`config.mk`:
```
export PLATFORM = sky130hd
export DESIGN_NAME = uart_rx_byte
export DESIGN_NICKNAME = d
export VERILOG_FILES = /design/src/rtl/uart_rx_byte.sv
export SDC_FILE = /design/constraint.sdc
export NUM_CORES = 1
export LEC_CHECK = 0
export CAP_MARGIN = 5
export CELL_PAD_IN_SITES_DETAIL_PLACEMENT = 1
export CELL_PAD_IN_SITES_GLOBAL_PLACEMENT = 2
export CORE_ASPECT_RATIO = 0.9
export CORE_MARGIN = 8
export CORE_UTILIZATION = 30
export CTS_BUF_LIST = sky130_fd_sc_hd__clkbuf_8 sky130_fd_sc_hd__clkbuf_16
export CTS_CLUSTER_DIAMETER = 200
export DETAILED_ROUTE_END_ITERATION = 8
export PLACE_DENSITY_LB_ADDON = 0.1
export REMOVE_ABC_BUFFERS = 1
export SYNTH_ARGS = -nofsm -noshare
export SYNTH_HDL_FRONTEND = slang
export SYNTH_SLANG_ARGS = --single-unit
```
`constraint.sdc`:
```
create_clock -name clk -period 3.1 [get_ports clk]
set_clock_uncertainty 0.15 [all_clocks]
set_input_delay 0.93 -clock clk [delete_from_list [all_inputs] [get_ports clk]]
set_output_delay 0.93 -clock clk [all_outputs]
set_load 0.03 [all_outputs]
```
`src/rtl/uart_rx_byte.sv`:
```
// uart_rx_byte
// ------------
// 8N1 asynchronous serial receiver with a single-entry holding register
// presented on a valid/ready interface.
//
// Ports:
//   clk        board clock, rising edge
//   reset_n    asynchronous active-low reset, released synchronously
//   txd        serial line from the host TX pin (idle high, asynchronous)
//   data[7:0]  received byte, stable while valid=1
//   valid      a byte is held in data
//   ready      consumer accepts data on a cycle where valid && ready
//   frame_err  one-cycle pulse when a stop bit is sampled low
//   overrun    sticky: a complete byte was dropped because data was full
//   nrecv[31:0] count of bytes loaded into the holding register (wraps)

`timescale 1ps/1ps

module uart_rx_byte #(
  parameter int CLK_HZ = 50000000,
  parameter int BAUD   = 921600
) (
  input  logic        clk,
  input  logic        reset_n,
  input  logic        txd,
  output logic [7:0]  data,
  output logic        valid,
  input  logic        ready,
  output logic        frame_err,
  output logic        overrun,
  output logic [31:0] nrecv
);

  localparam int BIT_CYC = CLK_HZ / BAUD;
  localparam int HALF    = BIT_CYC / 2;

  localparam logic [15:0] BIT_RELOAD  = 16'(BIT_CYC - 1);
  localparam logic [15:0] HALF_RELOAD = 16'(HALF - 1);

  typedef enum logic [2:0] {
    ST_IDLE,
    ST_START,
    ST_DATA,
    ST_STOP,
    ST_BREAK
  } state_t;

  state_t      state;
  logic        sync_a;
  logic        rx_s;
  logic [15:0] cnt;
  logic [2:0]  bit_idx;
  logic [7:0]  shreg;

  logic tick;
  logic take;

  assign tick = (cnt == 16'd0);
  assign take = valid && ready;

  // Two-flop synchronizer for the asynchronous line. Both flops come out of
  // reset high so a reset never looks like a falling start edge by itself.
  always_ff @(posedge clk or negedge reset_n) begin
    if (!reset_n) begin
      sync_a <= 1'b1;
      rx_s   <= 1'b1;
    end else begin
      sync_a <= txd;
      rx_s   <= sync_a;
    end
  end

  // Receive state machine, bit timer and output interface in one block.
  // The timer counts down while a frame is in progress; "tick" (cnt==0) marks
  // each sample point. The first reload is half a bit so that every later
  // sample lands in the middle of its bit. Returning to IDLE at mid-stop
  // leaves half a bit to catch the next start edge, so back-to-back frames
  // need no idle gap. A commit and a handshake may coincide: the commit's
  // valid<=1 is written after the handshake's valid<=0, so it wins.
  always_ff @(posedge clk or negedge reset_n) begin
    if (!reset_n) begin
      state     <= ST_IDLE;
      cnt       <= 16'd0;
      bit_idx   <= 3'd0;
      shreg     <= 8'd0;
      data      <= 8'd0;
      valid     <= 1'b0;
      frame_err <= 1'b0;
      overrun   <= 1'b0;
      nrecv     <= 32'd0;
    end else begin
      frame_err <= 1'b0;

      if (take) begin
        valid   <= 1'b0;
        overrun <= 1'b0;
      end

      if ((state == ST_START || state == ST_DATA || state == ST_STOP) && !tick) begin
        cnt <= cnt - 16'd1;
      end

      case (state)
        ST_IDLE: begin
          if (!rx_s) begin
            cnt   <= HALF_RELOAD;
            state <= ST_START;
          end
        end

        ST_START: begin
          if (tick) begin
            if (rx_s) begin
              state <= ST_IDLE;
            end else begin
              cnt     <= BIT_RELOAD;
              bit_idx <= 3'd0;
              state   <= ST_DATA;
            end
          end
        end

        ST_DATA: begin
          if (tick) begin
            shreg   <= {rx_s, shreg[7:1]};
            cnt     <= BIT_RELOAD;
            bit_idx <= bit_idx + 3'd1;
            if (bit_idx == 3'd7) begin
              state <= ST_STOP;
            end
          end
        end

        ST_STOP: begin
          if (tick) begin
            if (rx_s) begin
              if (!valid || ready) begin
                data  <= shreg;
                valid <= 1'b1;
                nrecv <= nrecv + 32'd1;
              end else begin
                overrun <= 1'b1;
              end
              state <= ST_IDLE;
            end else begin
              frame_err <= 1'b1;
              state     <= ST_BREAK;
            end
          end
        end

        ST_BREAK: begin
          if (rx_s) begin
            state <= ST_IDLE;
          end
        end

        default: begin
          state <= ST_IDLE;
        end
      endcase
    end
  end

endmodule
```
==> out/qor.txt <==
outcome -> finished clean
R2R Path End -> shreg[7]$_DFFE_PN0P_
port bufs -> 46
Filler Cell Count -> 1273
CP startpoint kind -> primary input
DRC -> 0
Post-Layout Inst Area -> 4511 sq um
Horiz. Die Dim -> 129.4 microns
total grt overflow -> 0
die area -> 15290 sq um
vias in the first global route -> 2760
CTS buffer count -> 9
FF-to-FF setup slack -> 480 ps
CTS sink cnt -> 75
fraction of the yosys area taken by sequential cells -> 0.5409
critical path fanouts, max -> 7
Final GP Congestion -> 0.7045
final hold violation count -> 0
share of the synthesized area in the top cell type -> 0.5257
Hold Startpoint -> sync_a$_DFF_PN1_
Synth Flop Type -> dfrtp_1
Initial Utilization -> 0.3051
deepest clock path buffer count -> 2
share of cells above drive strength 1 -> 0.1429
P&R area growth vs syn -> 29.82%
I/O pin count -> 47
Peak VDD IR -> 0.3688 mV
Post-Syn Area -> 3475 sq um
Placed Area -> 4223 sq um
area leader, netlist -> dfrtp_1
RR Startpoint -> cnt[0]$_DFF_PN0_
Routed WL -> 8.357 mm
first-pass GRT wire length -> 14.38 mm
Syn Area/Cell -> 11.39 sq um
r2r worst-path depth -> 8
hold path depth -> 0
via/cell ratio -> 4.844
max-cap viol count -> 0
cells after synthesis -> 305
hpwl dp -> 5.808 mm
initial antenna violation count -> 0
Hold Path End -> rx_s$_DFF_PN1_
Setup CP Type -> in2reg
Final nets -> 374
Hold Crit Class -> reg2reg
GR Util All Layers -> 0.1195
f_max -> 347.5 MHz
Die H -> 118.1 microns
Routed Antenna Nets -> 0
CTS tree -> yes
worst path cell trace -> clkdlybuf4s50_1, nor2b_1, or4b_1, or3_1, nor4_2, xor2_1
top cells by area, synth -> dfrtp_1 (53%), xnor2_1 (5.3%), xor2_1 (5.0%), mux2_1 (2.9%), mux2_2 (2.9%)
YS warnings -> 0
final count of pins violating max slew -> 0
vias post-DR -> 2553
Crit. End Element -> flip-flop
Critical Path AT -> 2990 ps
EDFF count, synth -> 0
largest net degree at the start of global routing -> 44
Antenna diodes -> 0
Post-synth ARST share -> 1.000
clock latency on the worst-skew pair -> 350 ps
CP required -> 3210 ps
FP Rows -> 37
drt first pass iters -> 4
Worst Tran Pin Value -> 679.1 ps
Distinct cells, synth -> 46
Setup Viol. Count Final -> 0
clk slew on worst S/H paths -> 50 ps
wire length per cell -> 15.86 microns
Period minus WS final -> 2878 ps
part of the cycle the worst path needs -> 0.9282
H-tree Lvls -> 3
Post-CTS Setup Inserts -> 0
core area -> 11390 sq um
RSZ-0062 raised after global routing -> no
Worst path slowest cell -> or4b_1
Hold Worst Slack -> 204.1 ps
CP max stage delay -> 530 ps
Worst path top cell family by delay -> simple AND/OR/NAND/NOR gates
pwr/cell area -> 609.6 nW/um^2
root buf cell -> clkbuf_16
Buf+Inv Stages, Crit Path -> 1
initial DRC count -> 132
post_cts resized -> 0
CTS Hold Bufs -> 0
register bit total from synthesis -> 75
Rel. slew slack -> 0.5431
Lkg Pwr -> 1.943 nW
[cells by family (layout without fill, tap and decap cells)]
group,after synthesis,after routing,synth area share
XOR/XNOR,41,41,0.1034
buffers and inverters,19,85,0.02160
flip-flops,75,75,0.5409
AO/OA/AOI/OAI,28,28,0.05294
adder cells (fa/ha/maj),4,4,0.01440
multiplexers,19,19,0.06122
AND/OR/NAND/NOR,119,119,0.2056
[cell usage after synthesis (all sizes together), types with 2 or more instances]
master  instances
clkbuf          6
nand4b          2
inv             9
or4b            2
nand3          18
xnor2          21
dfrtp          73
nand4          10
nor4           11
o21ai           6
nor3b           3
nand2          19
dfstp           2
nor3           11
xor2           20
or4             3
buf             4
nand2b          4
and4            3
a21oi          10
and3            3
a22o            3
or3             4
ha              4
nor2           19
o31ai           2
nor4b           2
mux2           18
[worst reg2reg max path, delay by kind of cell, from the launching register on]
| kind | cells | cell delay [ps] |
|---|---|---|
| fa+ha+maj | 1 | 220 |
| simple gates | 3 | 760 |
| buf+inv | 3 | 620 |
| mux | 1 | 350 |
| flops | 1 | 380 |
[layer usage]
metal  vias up  track usage  routed length [microns]
li1       1204            -                        -
met1      1303       0.1500                     3880
met2        37       0.1773                     3831
met3         9      0.05616                      546
met4         0      0.03698                       98
met5         -            0                        0
[worst max path at each step]
stage | cells after the start | from | slack [ps] | to
6_report | 6 | ready | 220 | nrecv[27]$_DFFE_PN0P_
3_3_place_gp | 6 | ready | -140 | nrecv[29]$_DFFE_PN0P_
2_1_floorplan | 6 | cnt[0]$_DFF_PN0_ | -280 | shreg[0]$_DFFE_PN0P_
3_5_place_dp | 6 | ready | -140 | nrecv[29]$_DFFE_PN0P_
4_1_cts | 6 | ready | 220 | nrecv[29]$_DFFE_PN0P_
5_1_grt | 6 | ready | 110 | nrecv[29]$_DFFE_PN0P_
[flip-flops by register name, summed over array words and instances (netlist names), 3 cells and up]
| register | flops |
|---|---|
| bit_idx | 3 |
| cnt | 16 |
| data | 8 |
| state | 3 |
| shreg | 8 |
| nrecv | 32 |
[layout by cell type, fill, tap and decap left out, types with 4 or more instances in the layout]
master	netlist	final
nor4_2	4	4
nand3_1	18	18
buf_4	0	13
o21ai_0	6	6
xnor2_1	21	21
nor3_1	9	9
ha_1	4	4
clkdlybuf4s50_1	0	45
nor4_1	5	5
nand4_1	10	10
inv_1	9	10
mux2_2	9	9
nand2_1	19	19
nand2b_1	4	4
dfrtp_1	73	73
xor2_1	20	20
a21oi_1	10	10
clkbuf_16	0	9
nor2_1	19	19
or3_1	4	4
mux2_1	9	9
[report_power, final]
part	internal (mW)	switching, mW
Clock	0.579	0.408
Combinational	0.241	0.281
Sequential	1.08	0.156
[final cells by class]
type | instances | area, sq um | share of cell area
tap | 156 | 195.2 | 0.04327
multi-input combinational | 211 | 1533 | 0.3398
clock buffer | 11 | 252.7 | 0.05603
timing repair buffer | 60 | 588.1 | 0.1304
sequential | 75 | 1879 | 0.4166
clock inverter | 5 | 28.78 | 0.006380
inverter | 9 | 33.78 | 0.007490
[per-stage QoR]
stage / setup WS, ps / std cells / utilization / power [mW] / TNS [ps]
4_1_cts: 218.5 / 527 / 0.3955 / 2.797 / 0
3_5_place_dp: -143.5 / 511 / 0.3708 / 1.781 / -521.4
3_3_place_gp: -138.8 / 511 / 0.3708 / 1.768 / -472.8
5_1_grt: 109.2 / 527 / 0.3961 / 2.931 / 0
6_report: 222.4 / 527 / 0.3961 / 2.750 / 0
2_1_floorplan: -283.9 / 295 / - / 1.594 / -2508
Note: power is estimated with default switching activity, not from simulation.
